### config.mk
export PLATFORM = sky130hd
export DESIGN_NAME = mbinit_substep_sequencer_flat
export DESIGN_NICKNAME = d
export VERILOG_FILES = /design/src/rtl/mbinit_substep_sequencer_if.sv /design/src/rtl/mbinit_substep_sequencer.sv /design/src/flat_wrapper.sv
export SDC_FILE = /design/constraint.sdc
export NUM_CORES = 1
export LEC_CHECK = 0
export ABC_AREA = 1
export BUFFER_PORTS_ARGS = -buffer_cell sky130_fd_sc_hd__buf_4
export CORE_MARGIN = 8
export CORE_UTILIZATION = 45
export DETAILED_ROUTE_END_ITERATION = 10
export PLACE_DENSITY = 0.76
export SLEW_MARGIN = 20
export SYNTH_ARGS = -nofsm -noshare
export SYNTH_HDL_FRONTEND = slang
export SYNTH_SLANG_ARGS = --single-unit
export TNS_END_PERCENT = 1
### constraint.sdc
create_clock -name CLK -period 2.1 [get_ports CLK]
set_input_delay 0 -clock CLK [delete_from_list [all_inputs] [get_ports CLK]]
set_output_delay 0 -clock CLK [all_outputs]
set_load 0.02 [all_outputs]
### src/rtl/mbinit_substep_sequencer_if.sv
// Bundle between the MBINIT sequencer and its sub-step modules / LTSM.
// slave = sequencer side, master = environment driving the sub-step levels.
interface mbinit_substep_sequencer_if #(
    parameter int N_STEPS = 6,
    parameter int MSG_W   = 4
);
    logic                       i_MBINIT_en;
    logic [N_STEPS-1:0]         i_substep_end;
    logic [N_STEPS-1:0]         i_substep_error;
    logic [N_STEPS-1:0]         i_substep_sb_valid;
    logic [N_STEPS*MSG_W-1:0]   i_substep_sb_msg;
    logic [N_STEPS-1:0]         o_substep_start_en;
    logic [MSG_W-1:0]           o_TX_SbMessage;
    logic                       o_ValidOutDatat;
    logic [2:0]                 o_active_step;
    logic                       o_MBINIT_end;
    logic                       o_train_error_req;
    logic                       o_timeout;

    modport master (
        output i_MBINIT_en, i_substep_end, i_substep_error, i_substep_sb_valid, i_substep_sb_msg,
        input  o_substep_start_en, o_TX_SbMessage, o_ValidOutDatat, o_active_step,
               o_MBINIT_end, o_train_error_req, o_timeout
    );

    modport slave (
        input  i_MBINIT_en, i_substep_end, i_substep_error, i_substep_sb_valid, i_substep_sb_msg,
        output o_substep_start_en, o_TX_SbMessage, o_ValidOutDatat, o_active_step,
               o_MBINIT_end, o_train_error_req, o_timeout
    );
endinterface

### src/rtl/mbinit_substep_sequencer.sv
// MBINIT sequencer: walks PARAM..REPAIRMB one step at a time and muxes the active step's sideband TX.
// Optional per-step timeout enabled by defining MBINIT_TIMEOUT_EN.
module mbinit_substep_sequencer #(
    parameter int N_STEPS        = 6,
    parameter int MSG_W          = 4,
    parameter int TIMEOUT_CYCLES = 800000
) (
    input  logic                         CLK,
    input  logic                         rst,
    mbinit_substep_sequencer_if.slave    bus
);
    localparam int IDX_W = 3;

    typedef enum logic [2:0] {
        IDLE,
        ACTIVE,
        HANDOFF,
        DONE,
        ERROR
    } state_t;

    state_t             state_q, state_d;
    logic [IDX_W-1:0]   idx_q, idx_d;
    logic               timeout_d;
    logic               sb_valid_d;
    logic [MSG_W-1:0]   sb_msg_d;

    // The timeout counter is 20 bits wide, so the limit must fit in it.
    if (TIMEOUT_CYCLES < 1 || TIMEOUT_CYCLES > (1 << 20)) begin : g_bad_timeout
        $error("TIMEOUT_CYCLES out of range for a 20-bit counter");
    end

`ifdef MBINIT_TIMEOUT_EN
    logic [19:0] cnt_q, cnt_d;

    always_ff @(posedge CLK) begin
        if (rst) cnt_q <= '0;
        else     cnt_q <= cnt_d;
    end
`endif

    always_ff @(posedge CLK) begin
        if (rst) begin
            state_q <= IDLE;
            idx_q   <= '0;
        end else begin
            state_q <= state_d;
            idx_q   <= idx_d;
        end
    end

    always_comb begin
        state_d   = state_q;
        idx_d     = idx_q;
        timeout_d = 1'b0;
`ifdef MBINIT_TIMEOUT_EN
        cnt_d     = cnt_q;
`endif
        if (!bus.i_MBINIT_en) begin
            state_d = IDLE;
            idx_d   = '0;
`ifdef MBINIT_TIMEOUT_EN
            cnt_d   = '0;
`endif
        end else begin
            case (state_q)
                IDLE: begin
                    state_d = ACTIVE;
                    idx_d   = '0;
`ifdef MBINIT_TIMEOUT_EN
                    cnt_d   = '0;
`endif
                end
                ACTIVE: begin
                    // Error beats end; end/error beat the timeout.
                    if (bus.i_substep_error[idx_q]) begin
                        state_d = ERROR;
                    end else if (bus.i_substep_end[idx_q]) begin
                        state_d = (idx_q == IDX_W'(N_STEPS - 1)) ? DONE : HANDOFF;
                    end
`ifdef MBINIT_TIMEOUT_EN
                    else if (cnt_q == 20'(TIMEOUT_CYCLES - 1)) begin
                        state_d   = ERROR;
                        timeout_d = 1'b1;
                    end else begin
                        cnt_d = cnt_q + 20'd1;
                    end
`endif
                end
                HANDOFF: begin
                    state_d = ACTIVE;
                    idx_d   = idx_q + IDX_W'(1);
`ifdef MBINIT_TIMEOUT_EN
                    cnt_d   = '0;
`endif
                end
                default: ;
            endcase
        end
    end

    // Sideband mux follows the step that will be active next cycle.
    always_comb begin
        sb_valid_d = 1'b0;
        sb_msg_d   = '0;
        if (state_d == ACTIVE) begin
            sb_valid_d = bus.i_substep_sb_valid[idx_d];
            if (sb_valid_d) sb_msg_d = bus.i_substep_sb_msg[int'(idx_d) * MSG_W +: MSG_W];
        end
    end

    always_ff @(posedge CLK) begin
        if (rst) begin
            bus.o_substep_start_en <= '0;
            bus.o_TX_SbMessage     <= '0;
            bus.o_ValidOutDatat    <= 1'b0;
            bus.o_active_step      <= '0;
            bus.o_MBINIT_end       <= 1'b0;
            bus.o_train_error_req  <= 1'b0;
            bus.o_timeout          <= 1'b0;
        end else begin
            bus.o_substep_start_en <= (state_d == ACTIVE) ? (N_STEPS'(1) << idx_d) : '0;
            bus.o_TX_SbMessage     <= sb_msg_d;
            bus.o_ValidOutDatat    <= sb_valid_d;
            bus.o_active_step      <= idx_d;
            bus.o_MBINIT_end       <= (state_d == DONE);
            bus.o_train_error_req  <= (state_d == ERROR);
            bus.o_timeout          <= timeout_d;
        end
    end
endmodule

### src/flat_wrapper.sv
// flat-port wrapper written by rule: the top's interface ports become plain ports
module mbinit_substep_sequencer_flat 
#(
    parameter int N_STEPS        = 6,
    parameter int MSG_W          = 4,
    parameter int TIMEOUT_CYCLES = 800000
)
  (CLK, rst, bus_i_MBINIT_en, bus_i_substep_end, bus_i_substep_error, bus_i_substep_sb_valid, bus_i_substep_sb_msg, bus_o_substep_start_en, bus_o_TX_SbMessage, bus_o_ValidOutDatat, bus_o_active_step, bus_o_MBINIT_end, bus_o_train_error_req, bus_o_timeout);
  mbinit_substep_sequencer_if #(.N_STEPS(N_STEPS), .MSG_W(MSG_W)) bus_i ();
  input  logic CLK;
  input  logic rst;
  input wire logic [$bits(bus_i.i_MBINIT_en)-1:0] bus_i_MBINIT_en;
  input wire logic [$bits(bus_i.i_substep_end)-1:0] bus_i_substep_end;
  input wire logic [$bits(bus_i.i_substep_error)-1:0] bus_i_substep_error;
  input wire logic [$bits(bus_i.i_substep_sb_valid)-1:0] bus_i_substep_sb_valid;
  input wire logic [$bits(bus_i.i_substep_sb_msg)-1:0] bus_i_substep_sb_msg;
  output wire logic [$bits(bus_i.o_substep_start_en)-1:0] bus_o_substep_start_en;
  output wire logic [$bits(bus_i.o_TX_SbMessage)-1:0] bus_o_TX_SbMessage;
  output wire logic [$bits(bus_i.o_ValidOutDatat)-1:0] bus_o_ValidOutDatat;
  output wire logic [$bits(bus_i.o_active_step)-1:0] bus_o_active_step;
  output wire logic [$bits(bus_i.o_MBINIT_end)-1:0] bus_o_MBINIT_end;
  output wire logic [$bits(bus_i.o_train_error_req)-1:0] bus_o_train_error_req;
  output wire logic [$bits(bus_i.o_timeout)-1:0] bus_o_timeout;
  assign bus_i.i_MBINIT_en = bus_i_MBINIT_en;
  assign bus_i.i_substep_end = bus_i_substep_end;
  assign bus_i.i_substep_error = bus_i_substep_error;
  assign bus_i.i_substep_sb_valid = bus_i_substep_sb_valid;
  assign bus_i.i_substep_sb_msg = bus_i_substep_sb_msg;
  assign bus_o_substep_start_en = bus_i.o_substep_start_en;
  assign bus_o_TX_SbMessage = bus_i.o_TX_SbMessage;
  assign bus_o_ValidOutDatat = bus_i.o_ValidOutDatat;
  assign bus_o_active_step = bus_i.o_active_step;
  assign bus_o_MBINIT_end = bus_i.o_MBINIT_end;
  assign bus_o_train_error_req = bus_i.o_train_error_req;
  assign bus_o_timeout = bus_i.o_timeout;
  mbinit_substep_sequencer #(.N_STEPS(N_STEPS), .MSG_W(MSG_W), .TIMEOUT_CYCLES(TIMEOUT_CYCLES)) u_core (.CLK(CLK), .rst(rst), .bus(bus_i));
endmodule
==> results of run 1 <==
-- worst max-delay path by stage --
| stage | from | end | slack [ns] | depth (start not counted) |
|---|---|---|---|---|
| global route | u_core.bus.o_active_step[1] | u_core.bus.o_TX_SbMessage[0] | 0.1 | 11 |
| global placement | u_core.bus.o_active_step[1] | u_core.bus.o_TX_SbMessage[2] | 0.37 | 11 |
| CTS | u_core.bus.o_active_step[1] | u_core.bus.o_TX_SbMessage[3] | 0.26 | 11 |
| floorplan | u_core.bus.o_active_step[1] | u_core.bus.o_TX_SbMessage[0] | 0.33 | 10 |
| finish | u_core.bus.o_active_step[1] | u_core.bus.o_TX_SbMessage[3] | 0.27 | 11 |
| detailed placement | u_core.bus.o_active_step[1] | u_core.bus.o_TX_SbMessage[0] | 0.31 | 11 |
-- cell type report --
type,count,area share
Sequential cell,19,0.224
Tap cell,30,0.0221
Inverter,27,0.0627
Multi-Input combinational cell,135,0.394
Timing Repair Buffer,63,0.280
Clock inverter,1,0.00295
Clock buffer,3,0.0133
-- state kept, by name, indices dropped and copies added, names as in the netlist --
register and flops:
u_core.bus.o_active_step 3, u_core.state_q 3, u_core.bus.o_TX_SbMessage 4, u_core.bus.o_ValidOutDatat 1, u_core.bus.o_train_error_req 1, u_core.bus.o_MBINIT_end 1, u_core.bus.o_substep_start_en 6
-- stage by stage --
stage / cell area [um2] / instances / hold slack, ns / worst slack [ns]
finish: 1700 / 278 / 0.0277 / 0.271
global route: 1700 / 278 / 0.0194 / 0.0966
CTS: 1700 / 278 / 0.0186 / 0.258
detailed placement: 1660 / 273 / 0.237 / 0.310
global placement: 1660 / 273 / 0.232 / 0.370
floorplan: 1200 / 187 / 0.182 / 0.331
-- power groups by stage --
stage          Clock [mW]  Combinational (mW)  Sequential [mW]
6_report            0.185               0.185            0.374
3_5_place_dp            0               0.184            0.383
2_1_floorplan           0              0.0921            0.391
5_1_grt             0.207               0.205            0.376
4_1_cts             0.190               0.187            0.374
3_3_place_gp            0               0.184            0.383
-- worst reg2reg max path, stage by stage, from the launching register on --
cell and delay [ns]:
sky130_fd_sc_hd__dfxtp_1 0.44, sky130_fd_sc_hd__inv_2 0.08, sky130_fd_sc_hd__ha_1 0.28, sky130_fd_sc_hd__nor2_2 0.10
sky130_fd_sc_hd__nor2_1 0.06, sky130_fd_sc_hd__nor2_4 0.17, sky130_fd_sc_hd__inv_4 0.11, sky130_fd_sc_hd__o21ai_1 0.09
sky130_fd_sc_hd__nand2_1 0.07, sky130_fd_sc_hd__a21oi_2 0.13, sky130_fd_sc_hd__nand3_2 0.12, sky130_fd_sc_hd__nor2_1 0.11
-- cell families (layout without fill, tap and decap cells) --
kind of cell / Yosys count / after routing / synth area share
adders and majority gates: 2 / 2 / 0.0208
and+or+nand+nor: 113 / 113 / 0.425
buffers and inverters: 33 / 94 / 0.130
AOI/OAI and AO/OA: 19 / 19 / 0.106
DFF: 19 / 19 / 0.316
other: 1 / 1 / 0.00311
-- cell usage in the layout (no fill, tap or decap), types with 2 or more instances in the layout --
master                      n
sky130_fd_sc_hd__nor2_2     4
sky130_fd_sc_hd__ha_1       2
sky130_fd_sc_hd__inv_1     21
sky130_fd_sc_hd__o31ai_1    4
sky130_fd_sc_hd__inv_4      2
sky130_fd_sc_hd__buf_4     62
sky130_fd_sc_hd__nor3_1     3
sky130_fd_sc_hd__nand2_2    3
sky130_fd_sc_hd__nor2_1    32
sky130_fd_sc_hd__clkbuf_4   3
sky130_fd_sc_hd__o21ai_1    7
sky130_fd_sc_hd__nand3_1   21
sky130_fd_sc_hd__a21oi_1    3
sky130_fd_sc_hd__inv_2      4
sky130_fd_sc_hd__dfxtp_1   19
sky130_fd_sc_hd__nor2_4     3
sky130_fd_sc_hd__nand3_2    2
sky130_fd_sc_hd__nand2_1   43
sky130_fd_sc_hd__a21oi_2    2
-- routing by layer --
| layer | track usage | part of all wire | up-vias |
|---|---|---|---|
| met2 | 0.239 | 0.47 | 34 |
| met5 | 0 | 0 | - |
| met4 | 0.0548 | 0.015 | 0 |
| met1 | 0.189 | 0.47 | 545 |
| met3 | 0.0331 | 0.045 | 5 |
| li1 | - | - | 708 |
-- what timing repair did --
action                    4_1_cts  5_1_grt
setup buffers                   0        0
gates resized for setup         0        0
hold endpoints to repair        7        0
hold buffers                    1        0
==> out/results.txt, run 1 <==
The tools report the fraction of power consumed by combinational cells as 0.249. A synthesized cell averages 6.44 um2. The multi-input logic area came out at 668 um2. Cell with the largest stage delay on the worst path: sky130_fd_sc_hd__dfxtp_1. The tools report the sequential cell fraction of total power as 0.503. Counting the buffers created by CTS gives 3.

The highest ir drop seen on vdd was 0.000332 V; the arrival time at the worst endpoint was 2.07 ns. Derived from the worst setup path, the maximum achievable clock frequency is 547 MHz. The run gives 62 as the number of primary I/O pins.

The clock insertion delay at the later pin of the skew report came out at 0.30 ns. The total overflow left after global routing is 0. The H-tree level count is 1, and the flip-flop and latch count after synthesis is 19. The clock net in this run drives a total of 19 sinks. The setup slack of the most critical reg-to-reg path is 0.27 ns, and the share of layout cells above drive strength 1 is 0.355. Buffers placed on the I/O ports in this run total 60. The kind of cell adding the most delay to the critical path was simple AND/OR/NAND/NOR gates.

Synthesis produced a netlist with a net count of 234. The total number of nets in the final design is 296. After the first detailed-routing iteration, the DRC count stood at 80. TritonCTS built the clock tree.

The residual DRC count came out at 0. The worst hold path terminates at u_core.state_q[2]. The worst hold path class was primary input to flop. Maximum number of pins on one net before global-route repair: 17. The most used flip-flop cell after synthesis is sky130_fd_sc_hd__dfxtp_1. Counting both buffers and inverters, the worst setup path holds a total of 2. After synthesis the cells add up to 1200 um2.

In this run the core area contains 18 standard-cell rows. The global-route wire length before repair is 5.54 mm. For this design the static power due to leakage is 0.898 nW.

The worst hold path begins at bus_i_MBINIT_en. The biggest cell delay along the critical path came out at 0.44 ns. The clock arrives with 0.00334 ns of skew.

Counting instances in the post-synthesis netlist gives the leading cell types as sky130_fd_sc_hd__nand2_1, sky130_fd_sc_hd__nor2_1, sky130_fd_sc_hd__inv_1, sky130_fd_sc_hd__nand3_1, sky130_fd_sc_hd__dfxtp_1. The category of the most critical setup path was flop to flop. The worst endpoint required time was 2.34 ns.

The critical path capture point type is a flop. The total die area was 4590 um2. The via count of the first global-routing pass came out at 1,257.

The area added between synthesis and finish was 40.7%; the number of antenna violations at the first check in global routing was 0. Yosys mapped a number of flops with a built-in enable equal to 0. The pre-antenna-repair detailed-routing pass consisted of 4 iterations.

The area share of the largest cell type after synthesis was 0.316; the cell depth of the worst flop-to-flop path was 11. The tree is rooted in a sky130_fd_sc_hd__clkbuf_4. After layout, the design draws a total of 0.744 mW.

The gate count of the mapped netlist is 187, and the total power density per cell area is 439 nW/um2. The tools report the terminus of the critical flop-to-flop path as u_core.bus.o_TX_SbMessage[3]. After detailed routing, the average wire length per cell comes to 11.3 um.

Detailed placement finished with a half-perimeter wire length of 2.69 mm. Once detail routing completed, the nets flagged for antenna violations numbered 0. Setup repair after global routing left no endpoint under its margin.

The fraction of registers with async set/reset is 0. The net switching component of the power was 0.207 mW; the final critical path time including I/O delays and setup was 1.83 ns. The run gives 3.15 mm as the final wirelength. The tools report the launching point of the worst reg2reg path as u_core.bus.o_active_step[1].

sky130_fd_sc_hd__dfxtp_1 takes more of the synthesized area than any other cell. The total area inside the core boundary comes to 2500 um2. Count of pins over their slew limit: 0. Most repeated library cell on the critical path: sky130_fd_sc_hd__nor2_1.

The logs give 0.536 mW for the internal power of the cells and 1,292 for the via count of the routed design. Of all nets on the critical path, the largest fanout is 16. The number of antenna diodes in the final layout is 0.

Setup violations remaining at the end of the flow were counted as 0. The via-per-instance ratio came out at 4.65. The horizontal die dimension came out at 67.7 um. The flow ran to the end, and the final reports show no timing, DRC or antenna violations. The height of the die is 67.7 um, and the distinct cell type count of the synthesized netlist is 27.

The most repeated cell in the gate-level netlist after synthesis was sky130_fd_sc_hd__nand2_1. In the final layout, flip-flops and latches occupy 380 um2. For the final core utilization, the log shows 0.678. The filler cells instantiated in the layout total 239.

The proportion of power drawn by the clock network was 0.248. The switching share of power is 0.279, and the share of the clock period used by the worst path is 0.871. The type of element launching the critical path is a flop. The logs give 0 for the max-capacitance violation count and 0 ns for the final sum of negative setup slack. The tools report the clock tree buffer depth as 2. After clock tree synthesis, the clock-pin slew on the worst setup and hold paths is 0.11 ns.

The tools report the hold violation count in the final report as 0. The total global-route track usage is 0.149, and the starting utilization of the core area is 0.482. Routability congestion estimate from global placement: 0.796. The critical path goes through inv_2, ha_1, nor2_2, nor2_1, nor2_4, inv_4, o21ai_1, nand2_1, a21oi_2, nand3_2, nor2_1. The run gives 0.316 as the share of synthesized area occupied by flip-flops and latches. In the post-synthesis netlist, the biggest area contributors are sky130_fd_sc_hd__dfxtp_1, sky130_fd_sc_hd__nand2_1, sky130_fd_sc_hd__nor2_1.

The Yosys step of the flow raised 0 warnings. The worst hold path passes through 3 cells.
Note: power is estimated with default switching activity, not from simulation.
==> run 2, diff against run 1 <==
--- a/config.mk
+++ b/config.mk
@@ -11,6 +11,7 @@
 export CORE_UTILIZATION = 45
 export DETAILED_ROUTE_END_ITERATION = 10
 export PLACE_DENSITY = 0.76
+export REMOVE_ABC_BUFFERS = 1
 export SLEW_MARGIN = 20
 export SYNTH_ARGS = -nofsm -noshare
 export SYNTH_HDL_FRONTEND = slang
==> run 2 against run 1 <==
Via count up 1.1%. Routed wire length down 0.98%. Utilization unchanged. Die area unchanged. Final area unchanged. Critical path type unchanged. Critical endpoint is now u_core.bus.o_TX_SbMessage[2].
==> out/results.txt, run 2 (synthesis results as in run 1) <==
The tools report the final sum of negative setup slack as 0 ns (unchanged). The share of the clock period used by the worst path came out at 0.857 (-0.0138). The tools report the arrival time at the worst endpoint as 2.03 ns (-0.04 ns).

The number of primary I/O pins was 62 (unchanged); the leakage power was 0.898 nW (unchanged). The flow ran to the end, and the final reports show no timing, DRC or antenna violations. The tools report the worst-case clock skew as 0.00971 ns (+0.00637 ns). In the layout the commonest cells are sky130_fd_sc_hd__buf_4, sky130_fd_sc_hd__nand2_1, sky130_fd_sc_hd__nor2_1. Starting utilization of the core area: 0.482 (unchanged). The tree is rooted in a sky130_fd_sc_hd__clkbuf_4. TritonCTS built the clock tree. The global-route wire length before repair is 5.35 mm (-3.4%). The final critical path time including I/O delays and setup works out to 1.80 ns (-0.0289 ns). The area added between synthesis and finish is 40.7% (unchanged). u_core.bus.o_substep_start_en holds more flip-flops than any other register. For the total number of nets in the final design, the log shows 296 (unchanged). The number of core rows was 18 (unchanged); the count of pins over their slew limit was 0 (unchanged).

The tools report the final wirelength as 3.12 mm (-0.98%). For the max-capacitance violation count, the log shows 0 (unchanged). The post-CTS clock slew at the launch and capture registers of the worst setup and hold paths works out to 0.11 ns (about the same). The hold violation count in the final report was 0 (unchanged).

The run gives 0 (unchanged) as the number of antenna violations at the first check in global routing. The overflow left after global routing came out at 0 (unchanged). The number of buffers added on ports was 60 (unchanged); the floorplan core area was 2500 um2 (unchanged).

The total die area was 4590 um2 (unchanged). The tools report the number of DRC violations after detailed-routing iteration 0 as 50 (-38%). The final count of negative-setup-slack endpoints is 0 (unchanged).

The maximum achievable frequency was 555 MHz (+1.6%). The residual DRC count was 0 (unchanged). The highest ir drop seen on vdd came out at 0.000359 V (+8.2%). For the clock insertion delay at the later pin of the skew report, the log shows 0.29 ns (about the same). For the number of detailed-routing iterations run before antenna repair, the log shows 4 (unchanged). The horizontal die dimension was 67.7 um (unchanged). The category of the most critical setup path is flop to flop. Via-per-instance ratio: 4.70 (+1.1%). The number of flip-flops under the largest register name is 6 (unchanged).

For the H-tree level count, the log shows 1 (unchanged). Leaving out fill and tap cells, the most frequent cell in the layout is sky130_fd_sc_hd__buf_4. For the final hold slack, the log shows 0.0318 ns (+0.00411 ns).

The worst setup path is captured at a flop. The total power density per cell area was 433 nW/um2 (-1.4%). The type of element launching the critical path was a flop. The maximum number of pins on one net before global-route repair was 17 (unchanged).

The clock net sink count was 19 (unchanged); the number of buffers created by CTS was 3 (unchanged). The largest registers in the layout are u_core.bus.o_substep_start_en (6), u_core.bus.o_TX_SbMessage (4). The routability congestion estimate from global placement is 0.807 (+1.3%). The clock tree buffer depth came out at 2 (unchanged). The routed wire length per instance came out at 11.2 um (-0.98%). The worst endpoint required time came out at 2.33 ns (about the same). The placed wire-length estimate after detailed placement is 2.68 mm (-0.44%).

The number of antenna diodes was 0 (unchanged). Height of the die: 67.7 um (unchanged). The via count of the first global-routing pass was 1,329 (+5.7%).

Largest driver fanout on the critical path: 16 (unchanged). Total global-route track usage: 0.144 (-0.00499). For the via count of the routed design, the log shows 1,306 (+1.1%). The tools report the residual antenna-violating net count after detailed routing as 0 (unchanged). The tightest min-delay check is of the primary input to flop type. The share of layout cells above drive strength 1 was 0.355 (unchanged).

Setup repair after global routing left no endpoint under its margin.
[run 2: worst paths after layout]
path / startpoint / end / slack (ns) / depth (start not counted)
min: bus_i_MBINIT_en / u_core.state_q[2] / 0.03 / 3
min reg2reg: u_core.state_q[2] / u_core.state_q[2] / 0.69 / 4
max: u_core.bus.o_active_step[1] / u_core.bus.o_TX_SbMessage[2] / 0.30 / 11
max reg2reg: u_core.bus.o_active_step[1] / u_core.bus.o_TX_SbMessage[2] / 0.30 / 11
[run 2: metrics by stage]
step	instance area, um2	instances	worst slack, ns	power (mW)	util
after CTS	1700	278	0.287	0.744	0.678
after floorplan	1150	181	0.241	0.476	-
after detailed placement	1660	273	0.310	0.568	0.663
after global routing	1700	278	0.0945	0.775	0.678
after global placement	1660	273	0.361	0.567	0.663
final	1700	278	0.300	0.734	0.678
[run 2: report_power, final]
part	internal (mW)	total (mW)	switching, mW
registers	0.369	0.375	0.00549
clock network	0.0707	0.174	0.103
logic	0.0961	0.185	0.0885
total	0.536	0.734	0.197
[run 2: worst max-delay path, stage by stage, from the launching register on]
cell,delay [ns]
sky130_fd_sc_hd__dfxtp_1,0.45
sky130_fd_sc_hd__inv_2,0.08
sky130_fd_sc_hd__ha_1,0.29
sky130_fd_sc_hd__nor2_2,0.10
sky130_fd_sc_hd__nor2_1,0.06
sky130_fd_sc_hd__nor2_4,0.17
sky130_fd_sc_hd__inv_4,0.11
sky130_fd_sc_hd__o21ai_1,0.09
sky130_fd_sc_hd__nand2_1,0.07
sky130_fd_sc_hd__a21oi_2,0.13
sky130_fd_sc_hd__nand3_2,0.11
sky130_fd_sc_hd__nor2_1,0.10
[run 2: final cells by class]
cell class | count | area [um2]
fillers | 240 | 805
multi-input cells | 135 | 668
repair buffers | 63 | 475
flip-flops and latches | 19 | 380
inverters | 27 | 106
well taps | 30 | 37.5
clock buffers | 3 | 22.5
clock inverters | 1 | 5.00
[run 2: timing repair]
action                    CTS  global route
hold buffers                1             0
gates resized for setup     0             0
hold endpoints to repair    7             0
buffers inserted            0             0
[run 2: routing by layer]
layer / share of wire / GRT usage / vias to the layer above / wire length [um]
met5: 0 / 0 / - / 0
met4: 0.013 / 0.0522 / 0 / 42
met3: 0.096 / 0.0513 / 4 / 300
met2: 0.46 / 0.243 / 44 / 1430
met1: 0.43 / 0.163 / 549 / 1340
li1: - / - / 709 / -
